### config.mk
export PLATFORM = sky130hd
export DESIGN_NAME = gfx_vbus_arb
export DESIGN_NICKNAME = d
export VERILOG_FILES = /design/src/rtl/gfx_pkg.sv /design/src/rtl/gfx_rr_pick.sv /design/src/rtl/gfx_vbus_arb.sv
export SDC_FILE = /design/constraint.sdc
export NUM_CORES = 1
export LEC_CHECK = 0
export BUFFER_PORTS_ARGS = -buffer_cell sky130_fd_sc_hd__buf_2
export CORE_UTILIZATION = 45
export DETAILED_ROUTE_END_ITERATION = 10
export GPL_ROUTABILITY_DRIVEN = 0
export PLACE_DENSITY = 0.69
export SKIP_CTS_REPAIR_TIMING = 1
export SLEW_MARGIN = 20
export SYNTH_ARGS = -nofsm -noshare
export SYNTH_HDL_FRONTEND = slang
export SYNTH_SLANG_ARGS = --single-unit
export TNS_END_PERCENT = 100
### constraint.sdc
create_clock -name i_clk -period 1.8 [get_ports i_clk]
set_input_delay 0.45 -clock i_clk [delete_from_list [all_inputs] [get_ports i_clk]]
set_output_delay 0.45 -clock i_clk [all_outputs]
set_load 0.05 [all_outputs]
### src/rtl/gfx_pkg.sv
// Shared encodings and defaults for the VRAM bus arbiter.
package gfx_pkg;

  // Address-mux select / bus owner encoding.
  localparam logic [1:0] OWN_VGA = 2'b00;
  localparam logic [1:0] OWN_DMA = 2'b01;
  localparam logic [1:0] OWN_CPU = 2'b10;

  typedef enum logic [1:0] {
    StIdle,
    StTurn,
    StAccess
  } arb_state_e;

  localparam int unsigned DEF_ACCESS_CYCLES = 2;
  localparam int unsigned DEF_TURNAROUND    = 1;

endpackage

### src/rtl/gfx_rr_pick.sv
// Two-requester round-robin picker: on a tie, the requester that did not complete last wins.
module gfx_rr_pick (
  input  logic clk,
  input  logic rst_b,
  input  logic req_dma,
  input  logic req_cpu,
  input  logic upd,
  input  logic upd_cpu,
  output logic pick_cpu
);

  logic last_cpu;

  // Remember the owner of the last acknowledged access; reset favours DMA.
  always_ff @(posedge clk) begin
    if (!rst_b) begin
      last_cpu <= 1'b1;
    end else if (upd) begin
      last_cpu <= upd_cpu;
    end
  end

  assign pick_cpu = req_cpu & (~req_dma | ~last_cpu);

endmodule

### src/rtl/gfx_vbus_arb.sv
// Shared VRAM bus arbiter: VGA owns the bus unless i_free_vbus is high; DMA and CPU
// share the free windows round-robin. Optional abort counter: GFX_VBUS_ABORT_CNT_EN.
module gfx_vbus_arb
  import gfx_pkg::*;
#(
  parameter int unsigned ACCESS_CYCLES = DEF_ACCESS_CYCLES,
  parameter int unsigned TURNAROUND    = DEF_TURNAROUND
) (
  input  logic       i_clk,
  input  logic       i_rst_b,
  input  logic       i_free_vbus,
  input  logic       i_dma_req,
  output logic       o_dma_gnt,
  output logic       o_dma_ack,
  input  logic       i_cpu_req,
  input  logic       i_cpu_we_b,
  output logic       o_cpu_gnt,
  output logic       o_cpu_ack,
  output logic [1:0] o_addr_sel,
  output logic       o_vram_we_b,
  output logic       o_vram_oe_b,
  output logic       o_busy
`ifdef GFX_VBUS_ABORT_CNT_EN
  ,
  output logic [7:0] o_abort_cnt
`endif
);

  arb_state_e state;
  logic [1:0] owner;
  logic       is_wr;
  logic [7:0] cnt;

  logic       pick_cpu;
  logic [1:0] win;
  logic       launch_wr;
  logic       any_req, own_req;
  logic       acc_last, in_grant, abort, launch, direct, turn_last, ack_set;

  gfx_rr_pick u_rr_pick (
    .clk      (i_clk),
    .rst_b    (i_rst_b),
    .req_dma  (i_dma_req),
    .req_cpu  (i_cpu_req),
    .upd      (ack_set),
    .upd_cpu  (owner == OWN_CPU),
    .pick_cpu (pick_cpu)
  );

  assign win       = pick_cpu ? OWN_CPU : OWN_DMA;
  assign launch_wr = pick_cpu ? ~i_cpu_we_b : 1'b1;
  assign any_req   = i_dma_req | i_cpu_req;
  assign own_req   = (owner == OWN_CPU) ? i_cpu_req : i_dma_req;
  assign acc_last  = (state == StAccess) && (cnt == 8'(ACCESS_CYCLES - 1));
  // The ack cycle is already committed, so only earlier grant cycles can abort.
  assign in_grant  = (state == StTurn) || ((state == StAccess) && !acc_last);
  assign abort     = in_grant && (!i_free_vbus || !own_req);
  assign launch    = i_free_vbus && any_req && ((state == StIdle) || acc_last);
  // Keeping the same owner needs no turnaround.
  assign direct    = (TURNAROUND == 0) || (acc_last && (win == owner));
  assign turn_last = (state == StTurn) && (cnt == 8'(TURNAROUND - 1));
  assign ack_set   = (state == StAccess) && !abort && (cnt == 8'(ACCESS_CYCLES - 2));

  // Arbitration FSM; every output is registered from the decision taken at this edge.
  always_ff @(posedge i_clk) begin
    if (!i_rst_b) begin
      state       <= StIdle;
      owner       <= OWN_VGA;
      is_wr       <= 1'b0;
      cnt         <= '0;
      o_addr_sel  <= OWN_VGA;
      o_vram_we_b <= 1'b1;
      o_vram_oe_b <= 1'b1;
      o_dma_gnt   <= 1'b0;
      o_cpu_gnt   <= 1'b0;
      o_dma_ack   <= 1'b0;
      o_cpu_ack   <= 1'b0;
      o_busy      <= 1'b0;
    end else begin
      o_dma_ack <= 1'b0;
      o_cpu_ack <= 1'b0;
      if (launch) begin
        owner      <= win;
        is_wr      <= launch_wr;
        cnt        <= '0;
        o_addr_sel <= win;
        o_dma_gnt  <= ~pick_cpu;
        o_cpu_gnt  <= pick_cpu;
        o_busy     <= 1'b1;
        if (direct) begin
          state       <= StAccess;
          o_vram_we_b <= ~launch_wr;
          o_vram_oe_b <= launch_wr;
        end else begin
          state       <= StTurn;
          o_vram_we_b <= 1'b1;
          o_vram_oe_b <= 1'b1;
        end
      end else if (abort || acc_last || (state == StIdle)) begin
        state       <= StIdle;
        owner       <= OWN_VGA;
        cnt         <= '0;
        o_addr_sel  <= OWN_VGA;
        o_vram_we_b <= 1'b1;
        o_vram_oe_b <= 1'b1;
        o_dma_gnt   <= 1'b0;
        o_cpu_gnt   <= 1'b0;
        o_busy      <= 1'b0;
      end else if (turn_last) begin
        state       <= StAccess;
        cnt         <= '0;
        o_vram_we_b <= ~is_wr;
        o_vram_oe_b <= is_wr;
      end else begin
        cnt <= cnt + 8'd1;
        if (ack_set) begin
          // Last access cycle: release the write strobe so data is held.
          o_vram_we_b <= 1'b1;
          o_dma_ack   <= (owner == OWN_DMA);
          o_cpu_ack   <= (owner == OWN_CPU);
        end
      end
    end
  end

`ifdef GFX_VBUS_ABORT_CNT_EN
  // Saturating count of grants lost because VGA reclaimed the bus.
  always_ff @(posedge i_clk) begin
    if (!i_rst_b) begin
      o_abort_cnt <= '0;
    end else if (in_grant && !i_free_vbus && (o_abort_cnt != 8'hff)) begin
      o_abort_cnt <= o_abort_cnt + 8'd1;
    end
  end
`endif

endmodule

Yosys cells after proc, flatten, opt, wreduce, memory -nomap -nowiden:

Index checks and enable logic that the tools add are counted.
W data, S select, Z words.

* reductions and logical operators: 25
* bitwise gates (word level): 11
* equality and inequality tests: 6
* add/sub/neg operators: 1
* mux-type cells: 22

Operators with widths (number)
* $mux W1: 15
* $mux W2: 7
* $logic_and A1 B1 Y1: 9
* $add A8 B1 Y8 const B: 1
* $eq A8 B1 Y1 const B: 1
* $logic_not A8 Y1: 1
* $not A1 Y1: 8
* $logic_or A1 B1 Y1: 5
* $reduce_or A5 Y1: 1
* $eq A2 B1 Y1 const B: 2
* $eq A2 B2 Y1 const B: 2
* $logic_not A1 Y1: 4
* $reduce_bool A4 Y1: 1
* $reduce_or A4 Y1: 1
* $reduce_bool A3 Y1: 1
* $eq A2 B2 Y1: 1
* $logic_not A2 Y1: 1
* $or A1 B1 Y1: 2
* $reduce_bool A2 Y1: 1
* $and A1 B1 Y1: 1

* input port bits: 6
* word-level logic and storage cells: 77
* register bits after elaboration: 21
* output and inout bits: 9

Logic depth before layout (Yosys ltp):

Gate-level depths: netlist (run 1).

* depth in word-level cells: 13
* mapped depth: 7
* depth with buffers taken out: 7

Cells and area by module:

Synthesis (run 1) repeated with hierarchy kept, for this count alone.

* cells, all modules: 106
* area, all modules: 985.9 µm²

By module, submodules not included
* gfx_vbus_arb: area an instance 944.7 µm², times used 1, sequential area each 360.3 µm², cells each 102
* gfx_rr_pick: area an instance 41.3 µm², times used 1, sequential area each 20.0 µm², cells each 4

Worst setup path before layout (run 1):

OpenSTA, ideal clock, no wires.

* kind: register to register
* start: reg, netlist name o_cpu_gnt
* end: reg o_vram_we_b
* cell stages (with the launch flop): 6
* arrival: 1.864 ns
* path slack: -0.200 ns
* required time: 1.664 ns
* library setup time: 0.136 ns
* clock period less this slack: 2.000 ns
* path buffers: 0
* cell sequence: dfxtp_1 nand2b_1 mux2_2 or4_4 a21oi_1 o211ai_1

RTL lines
* to (signal assigned): line gfx_vbus_arb.sv:92 `o_vram_we_b <= ~launch_wr;`
* to (signal assigned): line gfx_vbus_arb.sv:112 `o_vram_we_b <= ~is_wr;`
* to (decl): line gfx_vbus_arb.sv:20 `output logic o_vram_we_b,`

Final worst setup path (run 1):

* start: reg cnt[3]
* end: reg o_vram_we_b

* cells in the longest elaborated chain, start to end: 10
* elaborated cells on any way between the ends: 21
* classes of those cells: eq/ne: 1; mux: 4; reduce/logical: 16

RTL lines
* from (decl): line gfx_vbus_arb.sv:32 `logic [7:0] cnt;`
* from (signal assigned): line gfx_vbus_arb.sv:115 `cnt <= cnt + 8'd1;`
* $eq A8 B1 Y1: line gfx_vbus_arb.sv:54 `assign acc_last = (state == StAccess) && (cnt == 8'(ACCESS_CYCLES - 1));`
* $logic_and A1 B1 Y1: line gfx_vbus_arb.sv:54
* $logic_not A1 Y1: line gfx_vbus_arb.sv:56 `assign in_grant = (state == StTurn) || ((state == StAccess) && !acc_last);`
* $logic_and A1 B1 Y1: line gfx_vbus_arb.sv:56
* $logic_or A1 B1 Y1: line gfx_vbus_arb.sv:56
* $logic_and A1 B1 Y1: line gfx_vbus_arb.sv:57 `assign abort = in_grant && (!i_free_vbus || !own_req);`
* $logic_or A1 B1 Y1 or $logic_not A1 Y1 (tied branches): line gfx_vbus_arb.sv:99, gfx_vbus_arb.sv:62
* $logic_or A1 B1 Y1 or $logic_and A1 B1 Y1 (tied branches): line gfx_vbus_arb.sv:99, gfx_vbus_arb.sv:62
* $mux W1 or $logic_and A1 B1 Y1 (tied branches): line gfx_vbus_arb.sv:99, gfx_vbus_arb.sv:62
* $mux W1 or $reduce_bool A4 Y1 (tied branches)

Several ways; a longest one is shown, not always the timed one.
A chain may end at the register's enable or synchronous reset.

==> metrics, run 1 <==
most flop-heavy register=cnt; CP endpoint kind=register; Largest regs=cnt (8), state (2); status=complete, no violations; Seq pwr share=59.2%; Slowest Stage Delay on Critical Path=0.55 ns; CTS root buf=clkbuf_4; synth unique cells=36; nature of the critical path startpoint=register; Initial Util=49.6%; maxcap violations=0; die height=49.5 um; total power=0.000736 W; Core Area=0.00204 mm2; clock latency at the later pin of the worst-skew pair=0.30 ns; Setup Skew=0.00565 ns; peak supply drop=0.000416 V; die area=0.00245 mm2; Psw=0.000190 W; Setup CP Type=register to register; Max-slew headroom=75.0%; most used routing layer=met2; crit share post-route=94.1%; antenna viol nets, final=0; row count=16; Synth Area per Inst=9.13 um2; CTS tree=done; # port buffers=14; DRC=0; Post-Syn Area=0.00101 mm2; gr usage total=18.8%; antenna violations before repair=0; post-synthesis sequential area ratio=37.5%; total CTS buffers=3; GR Util met3=6.48%; post-DR vias/cell=5.39; Crit Path Max Fanout=4; Initial DRC Count=28; n_diodes=0; Internal Power=0.000546 W; sw frac=25.9%; cells along the critical path=nor4_4 -> nand2_1 -> or4_4 -> a21oi_1 -> o211ai_1; met1 usage=21.1%; FF+latch count, synth=19; H-tree levels=1; synth-to-layout area growth=22.0%; Slew @ Worst Pin=0.372 ns; max frequency=590 MHz; pwr dens=595 mW/mm2; Hold Fails Final Rpt=0; total negative setup slack=0 ns; Slowest-stage cell, CP=or4_4; Nets=147; final setup fails=0; pin count of the biggest net entering global routing=13; final HPWL from detailed placement=1580 um; Pins Over Slew Limit=0; Die Wd=49.5 um; I/O pin total=15; Initial DRT Pass Iterations=5; Worst EP arrival=1.88 ns; final WL=2050 um; Tightest Hold Check Type=input pin to register; first-pass GRT wire length=3550 um; average routed wire per standard cell=12.5 um; Data required, critical path=1.98 ns; number of global-route vias before repair=853; Clock power frac=29.0%; met2 Use GR=34.0%; warnings from Yosys=0; Leak=0.514 nW; Largest register FFs=8; Vias=884; RSZ-0062 raised after global routing=no; syn nets=120; clk buf depth=2; share of cells above drive strength 1=32.1%; clock-pin slew on the worst setup and hold paths=0.11 ns; GRT Residual Overflow=0; Min Hold Slack=0.449 ns; Syn Inst Count=111; Final Critical Period=1.69 ns; Comb pwr share=11.9%; clock sink count=19
-- final timing paths --
path	start	to	slack (ns)	depth (start not counted)
setup / recovery	cnt[3]$_SDFF_PP0_	o_vram_we_b$_SDFFE_PN1P_	0.11	5
hold reg to reg	o_vram_oe_b$_SDFFE_PN1P_	o_vram_oe_b$_SDFFE_PN1P_	0.49	2
hold / removal	i_rst_b	u_rr_pick.last_cpu$_SDFFE_PN1P_	0.45	2
setup reg to reg	cnt[3]$_SDFF_PP0_	o_vram_we_b$_SDFFE_PN1P_	0.11	5
-- cells by family (layout without fill, tap and decap cells) --
logic type / after synthesis / in the layout / share of synthesized area, %
and+or+nand+nor: 46 / 46 / 27.7
buffers and inverters: 7 / 33 / 3.33
adders and majority gates: 3 / 3 / 3.70
DFF: 19 / 19 / 37.5
muxes: 1 / 1 / 1.11
AOI/OAI and AO/OA: 29 / 29 / 21.5
xor gates and xnor gates: 6 / 6 / 5.19
-- cells in the final DEF, fill, tap and decap left out, types with 2 or more instances in the layout --
master,instances
a211oi_1,3
a21boi_0,4
a21o_1,3
a21oi_1,3
and3_1,2
and3_2,2
buf_2,14
buf_4,12
clkbuf_4,3
dfxtp_1,16
dfxtp_2,3
ha_1,3
inv_1,3
nand2_1,7
nand2b_1,3
nand3_1,9
nor2_1,10
nor2b_1,4
nor4_4,2
o211a_1,2
o211ai_1,2
o21a_1,3
xor2_1,5
-- final cells by class --
class | instances | area [um2]
clock buffer | 3 | 22.5
clock inverter | 1 | 5.00
fill | 188 | 806
inverter | 3 | 11.3
multi-input combinational | 85 | 619
sequential | 19 | 384
tap | 27 | 33.8
timing repair buffer | 26 | 160
-- metal layers --
| layer | wire length, um | up-vias |
|---|---|---|
| li1 | - | 452 |
| met5 | 0 | - |
| met3 | 70 | 0 |
| met4 | 0 | 0 |
| met2 | 1050 | 17 |
| met1 | 925 | 415 |
-- cells in the mapped netlist --
library cell	n	area (um2)
a211oi_1	4	30.0
a21boi_0	5	37.5
a21boi_2	1	11.3
a21o_1	3	22.5
a21oi_1	4	20.0
and2_1	1	6.26
and3_1	2	12.5
and3_2	2	15.0
and4b_1	1	10.0
buf_4	2	15.0
clkbuf_1	2	7.51
dfxtp_1	19	380
ha_1	3	37.5
inv_1	3	11.3
mux2_2	1	11.3
nand2_1	7	26.3
nand2_2	1	6.26
nand2b_1	3	18.8
nand3_1	9	45.0
nor2_1	10	37.5
nor2b_1	4	25.0
nor3_1	1	5.00
nor3_2	1	10.0
nor4_4	2	42.5
nor4b_1	1	8.76
o2111a_1	1	11.3
o2111ai_1	1	8.76
o211a_1	2	20.0
o211ai_1	2	15.0
o21a_1	3	22.5
o21ai_0	1	5.00
o21ai_1	1	5.00
o311ai_1	1	8.76
or4_4	1	11.3
xnor2_1	1	8.76
xor2_1	5	43.8
-- power groups by stage --
stage	Combinational, W	Sequential [W]	Clock (W)
floorplan	0.0000475	0.000456	0
global placement	0.0000845	0.000444	0
detailed placement	0.0000853	0.000445	0
CTS	0.0000856	0.000435	0.000229
global route	0.0000935	0.000436	0.000248
finish	0.0000874	0.000435	0.000213
-- critical path, delay by kind of cell, from the launching register on --
family,cells,cell delay [ns]
AO/OA/AOI/OAI,2,0.23
AND/OR/NAND/NOR,3,0.97
flip-flops,1,0.37
-- through the flow --
| stage | util (%) | std cells | instance area, um2 | worst slack, ns |
|---|---|---|---|---|
| 3_3_place_gp | 58.7 | 160 | 1200 | -0.0817 |
| 6_report | 60.5 | 164 | 1240 | 0.106 |
| 5_1_grt | 60.5 | 164 | 1240 | 0.00329 |
| 2_1_floorplan | - | 111 | 1030 | 0.00984 |
| 4_1_cts | 60.0 | 164 | 1230 | 0.0505 |
| 3_5_place_dp | 58.7 | 160 | 1200 | -0.106 |
Power figures use the tool's default switching activity.
==> inputs of run 2 (changes only) <==
==> constraint.sdc (replaced) <==
create_clock -name i_clk -period 1.8 [get_ports i_clk]
set_input_delay 0.45 -clock i_clk [delete_from_list [all_inputs] [get_ports i_clk]]
set_output_delay 0.45 -clock i_clk [all_outputs]
set_load 0.02 [all_outputs]
==> run 2 against run 1 <==
Against the previous run: clock skew is 0.00065 ns higher; final cell count unchanged; die area is the same; sequential power hardly changed; hold slack improved by 0.0072 ns; total power fell by 1.0%; global-route usage increased by 2.5 points; wire length rose by 13%; register-to-register slack got worse by 0.02 ns; clock power is 2% higher; first-iteration DRC count down 71%; count of clock-buffer cells in the layout rose by 1; largest cell class unchanged; largest power group unchanged.
==> metrics, run 2 (synthesis results as in run 1) <==
Internal Power=0.000549 W; die height=49.5 um; non-filler cells in the finished layout=164; Max-slew headroom=74.4%; Critical Path Source=o_cpu_gnt$_SDFFE_PN0P_; die area=0.00245 mm2; Die Wd=49.5 um; maxcap violations=0; Data required, critical path=1.98 ns; Hold Path Origin=i_rst_b; antenna violations before repair=0; Largest regs=cnt (8), state (2); placed cells=160; Pins Over Slew Limit=0; H-tree levels=1; Worst EP arrival=1.89 ns; first-pass GRT wire length=3930 um; Nets=147; pwr dens=585 mW/mm2; Hold Fails Final Rpt=0; Setup Skew=0.00630 ns; crit share post-route=95.3%; Initial DRT Pass Iterations=4; I/O pin total=15; Largest register FFs=8; Crit Path Max Fanout=6; max frequency=583 MHz; n_diodes=0; Final Critical Period=1.72 ns; final WL=2310 um; RR Startpoint=o_cpu_gnt$_SDFFE_PN0P_; clk buf depth=2; total negative setup slack=0 ns; share of cells above drive strength 1=34.3%; row count=16; gr usage total=21.3%; peak supply drop=0.000327 V; most flop-heavy register=cnt; most frequent cells in the layout=14 x dfxtp_1, 14 x buf_2, 12 x buf_4; CTS root buf=clkbuf_4; CP endpoint kind=register; post-DR vias/cell=5.54; total CTS buffers=3; Clock power frac=29.9%; CTS tree=done; Tightest Hold Check Type=input pin to register; synth-to-layout area growth=23.0%; sw frac=24.7%; Setup CP Type=register to register; clock-pin slew on the worst setup and hold paths=0.11 ns; clock latency at the later pin of the worst-skew pair=0.30 ns; nature of the critical path startpoint=register; pin count of the biggest net entering global routing=13; Initial DRC Count=8; final setup fails=0; number of global-route vias before repair=915; Slew @ Worst Pin=0.381 ns; GRT Residual Overflow=0; RSZ-0062 raised after global routing=no; Comb pwr share=10.5%; clock sink count=19; antenna viol nets, final=0; final HPWL from detailed placement=1720 um; status=complete, no violations; Leak=0.517 nW; Core Area=0.00204 mm2; Seq pwr share=59.6%; Psw=0.000180 W; Vias=908; DRC=0; average routed wire per standard cell=14.1 um; Initial Util=49.6%; # port buffers=14
## run 2: cell count changes in the layout (fill, tap and decap cells not counted), sizes merged
cell	before	now
clkbuf	3	4
clkinv	1	0
## run 2: worst max-delay path, stage by stage (launching register included)
cell	delay (ns)
dfxtp_1	0.37
nand2b_1	0.20
mux2_4	0.29
or4_4	0.49
nor2_1	0.13
o311ai_1	0.10
## run 2: routing by layer
layer,global-route usage (%),vias to the layer above,routed length [um]
met3,3.09,7,37
met2,37.9,11,1170
met1,24.1,440,1020
met4,12.4,0,70
met5,0,-,0
li1,-,450,-
## run 2: cell type report
cell class	count	area, um2
fill	203	796
sequential	19	387
clock buffer	4	26.3
timing repair buffer	26	160
tap	27	33.8
inverter	3	11.3
multi-input combinational	85	628
## run 2: path summary, 6_finish.rpt
path | end | slack, ns | depth (start not counted)
worst min register to register | o_vram_oe_b$_SDFFE_PN1P_ | 0.49 | 2
worst min-delay path | o_vram_oe_b$_SDFFE_PN1P_ | 0.46 | 2
worst max register to register | o_vram_oe_b$_SDFFE_PN1P_ | 0.08 | 5
worst max-delay path | o_vram_oe_b$_SDFFE_PN1P_ | 0.08 | 5
## run 2: power groups by stage
stage               logic (W)  clock network [W]  registers (W)
CTS                 0.0000752           0.000232       0.000435
finish              0.0000766           0.000217       0.000434
global placement    0.0000731                  0       0.000444
detailed placement  0.0000745                  0       0.000444
floorplan           0.0000434                  0       0.000447
global route        0.0000834           0.000238       0.000436
## run 2: stage by stage
step	cell area [um2]	utilization [%]	setup WS [ns]	hold WS, ns	power, W
6_report	1250	61.0	0.0844	0.456	0.000728
4_1_cts	1220	59.9	-0.0102	0.432	0.000742
5_1_grt	1250	61.0	0.00391	0.463	0.000757
3_3_place_gp	1200	58.6	-0.0818	0.468	0.000517
2_1_floorplan	1020	-	0.00984	0.463	0.000491
3_5_place_dp	1200	58.6	-0.122	0.465	0.000519
==> inputs of run 3 (changes only) <==
- ABC_AREA: default -> 1
==> run 3 against run 2 <==
Against the previous run: maximum frequency is 9.8% higher; register-to-register slack better by 0.15 ns; clock power is 2% higher; sequential cell count stayed put; global-route usage is 4.7 points lower; first-iteration DRC count grew to 4.0 times the previous value; clock skew is 0.0033 ns higher; die area is 2.4% lower; via count is 3.4% lower; total power is 18% higher; sequential power is 5.3% higher; synthesized area is 2.5% lower; critical path type unchanged; largest power group unchanged.
==> metrics, run 3 <==
CTS root buf=clkbuf_4; max frequency=640 MHz; dominant cells by area after synthesis=dfxtp_1 38%, nand2_1 12%, nor2_1 8.7%, inv_1 8.0%, nand3_1 6.1%; Syn Inst Count=142; first-pass GRT wire length=3020 um; die height=48.9 um; GRT Residual Overflow=0; FF+latch count, synth=19; most frequent cells in the layout=32 x nand2_1, 23 x nor2_1, 21 x inv_1; Post-Syn Area=988 um2; Crit Path Max Fanout=12; Max-slew headroom=76.8%; antenna violations before repair=0; final setup fails=0; Initial Util=48.9%; Comb pwr share=20.7%; most frequent cell after synthesis=nand2_1; Seq pwr share=53.4%; Die Wd=48.9 um; number of global-route vias before repair=704; Worst EP arrival=1.76 ns; clock latency at the later pin of the worst-skew pair=0.30 ns; total CTS buffers=3; Post-Place Setup Slack=0.174 ns; Post-synth EDFFs=0; Psw=0.000274 W; post-DR vias/cell=4.77; non-filler cells in the finished layout=184; Async SR Flop Fraction=0%; CTS tree=done; die area=0.00239 mm2; final HPWL from detailed placement=1390 um; Nets=167; clock-pin slew on the worst setup and hold paths=0.12 ns; crit share post-route=86.8%; Commonest cells post-synth=32 x nand2_1, 23 x nor2_1, 21 x inv_1; Core Area=0.00202 mm2; DP Area=0.00107 mm2; status=complete, no violations; commonest non-fill, non-tap cell in the layout=nand2_1; most flop-heavy register=cnt; Initial DRC Count=32; share of cells above drive strength 1=19.7%; n_diodes=0; CP endpoint kind=register; RSZ-0062 raised after global routing=no; Util after Layout=54.5%; Largest register FFs=8; row count=16; post-synthesis sequential area ratio=38.5%; Pins Over Slew Limit=0; Setup Skew=0.00964 ns; share of the synthesized area in the top cell type=38.5%; Final Critical Period=1.56 ns; Setup CP Type=register to register; total negative setup slack=0 ns; gr usage total=16.6%; maxcap violations=0; DRC=0; Internal Power=0.000582 W; peak supply drop=0.000452 V; synth-to-layout area growth=11.5%; pwr dens=777 mW/mm2; Leak=0.528 nW; antenna viol nets, final=0; sw frac=32.0%; average routed wire per standard cell=9.68 um; Final Instance Area=0.00110 mm2; placed cells=180; Slew @ Worst Pin=0.346 ns; Tightest Hold Check Type=input pin to register; # port buffers=14; Yosys top cell by area=dfxtp_1; final WL=1780 um; clk buf depth=2; Slowest-stage cell, CP=dfxtp_1; synth unique cells=24; Vias=877; Initial DRT Pass Iterations=4; final worst slack=0.238 ns; I/O pin total=15; Synth Area per Inst=6.96 um2; warnings from Yosys=0; H-tree levels=1; ys flop type=dfxtp_1; Clock power frac=26.0%; Largest regs=cnt (8), state (2); Data required, critical path=2.00 ns; Slowest Stage Delay on Critical Path=0.37 ns; Hold Fails Final Rpt=0; clock sink count=19; cells along the critical path=inv_1 -> ha_1 -> nand2_1 -> nor2_1 -> nand2_1 -> nand2_1 -> inv_2 -> nand3_2 -> inv_2 -> nand2_4 -> nor2_1 -> nor2_1; nature of the critical path startpoint=register; syn nets=151; pin count of the biggest net entering global routing=13
[run 3: cell families (layout without fill, tap and decap cells)]
kind of cell / Yosys count / in the layout / synth area share (%)
xor gates and xnor gates: 3 / 3 / 2.66
AOI/OAI and AO/OA: 12 / 12 / 6.71
buffers and inverters: 27 / 42 / 11.8
adders and majority gates: 3 / 3 / 3.80
DFF: 19 / 19 / 38.5
and+or+nand+nor: 78 / 78 / 36.6
[run 3: worst max-delay path: cells and delay by family, from the launching register on]
kind | cells | cell delay, ns
simple gates | 8 | 0.66
flops | 1 | 0.37
buf+inv | 3 | 0.25
fa+ha+maj | 1 | 0.18
[run 3: final cells by class]
type / count / area [um2]
Clock inverter: 1 / 7.51
Sequential cell: 19 / 382
Tap cell: 27 / 33.8
Multi-Input combinational cell: 96 / 497
Inverter: 24 / 90.1
Clock buffer: 3 / 22.5
Timing Repair Buffer: 14 / 70.1
Fill cell: 209 / 920
[run 3: power by group through the flow]
stage | logic (W) | clock network, W | registers, W
5_1_grt | 0.000201 | 0.000250 | 0.000460
6_report | 0.000177 | 0.000222 | 0.000457
4_1_cts | 0.000174 | 0.000235 | 0.000456
3_5_place_dp | 0.000173 | 0 | 0.000466
3_3_place_gp | 0.000171 | 0 | 0.000465
2_1_floorplan | 0.000125 | 0 | 0.000476
[run 3: routing by layer]
layer  global-route usage, %  up-vias  routed length [um]
met2                    24.1       24                 768
met3                    4.05        2                  84
li1                        -      469                   -
met4                    7.35        0                  13
met1                    23.3      382                 915
met5                       0        -                   0
[run 3: final timing paths]
check / start / end / slack (ns) / depth (start not counted)
max: cnt[1]$_SDFF_PP0_ / o_vram_oe_b$_SDFFE_PN1P_ / 0.24 / 12
min reg2reg: o_busy$_SDFFE_PN0P_ / o_busy$_SDFFE_PN0P_ / 0.46 / 2
max reg2reg: cnt[1]$_SDFF_PP0_ / o_vram_oe_b$_SDFFE_PN1P_ / 0.24 / 12
min: i_rst_b / o_vram_we_b$_SDFFE_PN1P_ / 0.42 / 2
[run 3: through the flow]
| stage | hold slack, ns | power (W) |
|---|---|---|
| after CTS | 0.395 | 0.000865 |
| after global routing | 0.415 | 0.000911 |
| after floorplan | 0.429 | 0.000601 |
| after global placement | 0.447 | 0.000636 |
| after detailed placement | 0.449 | 0.000639 |
| final | 0.423 | 0.000856 |
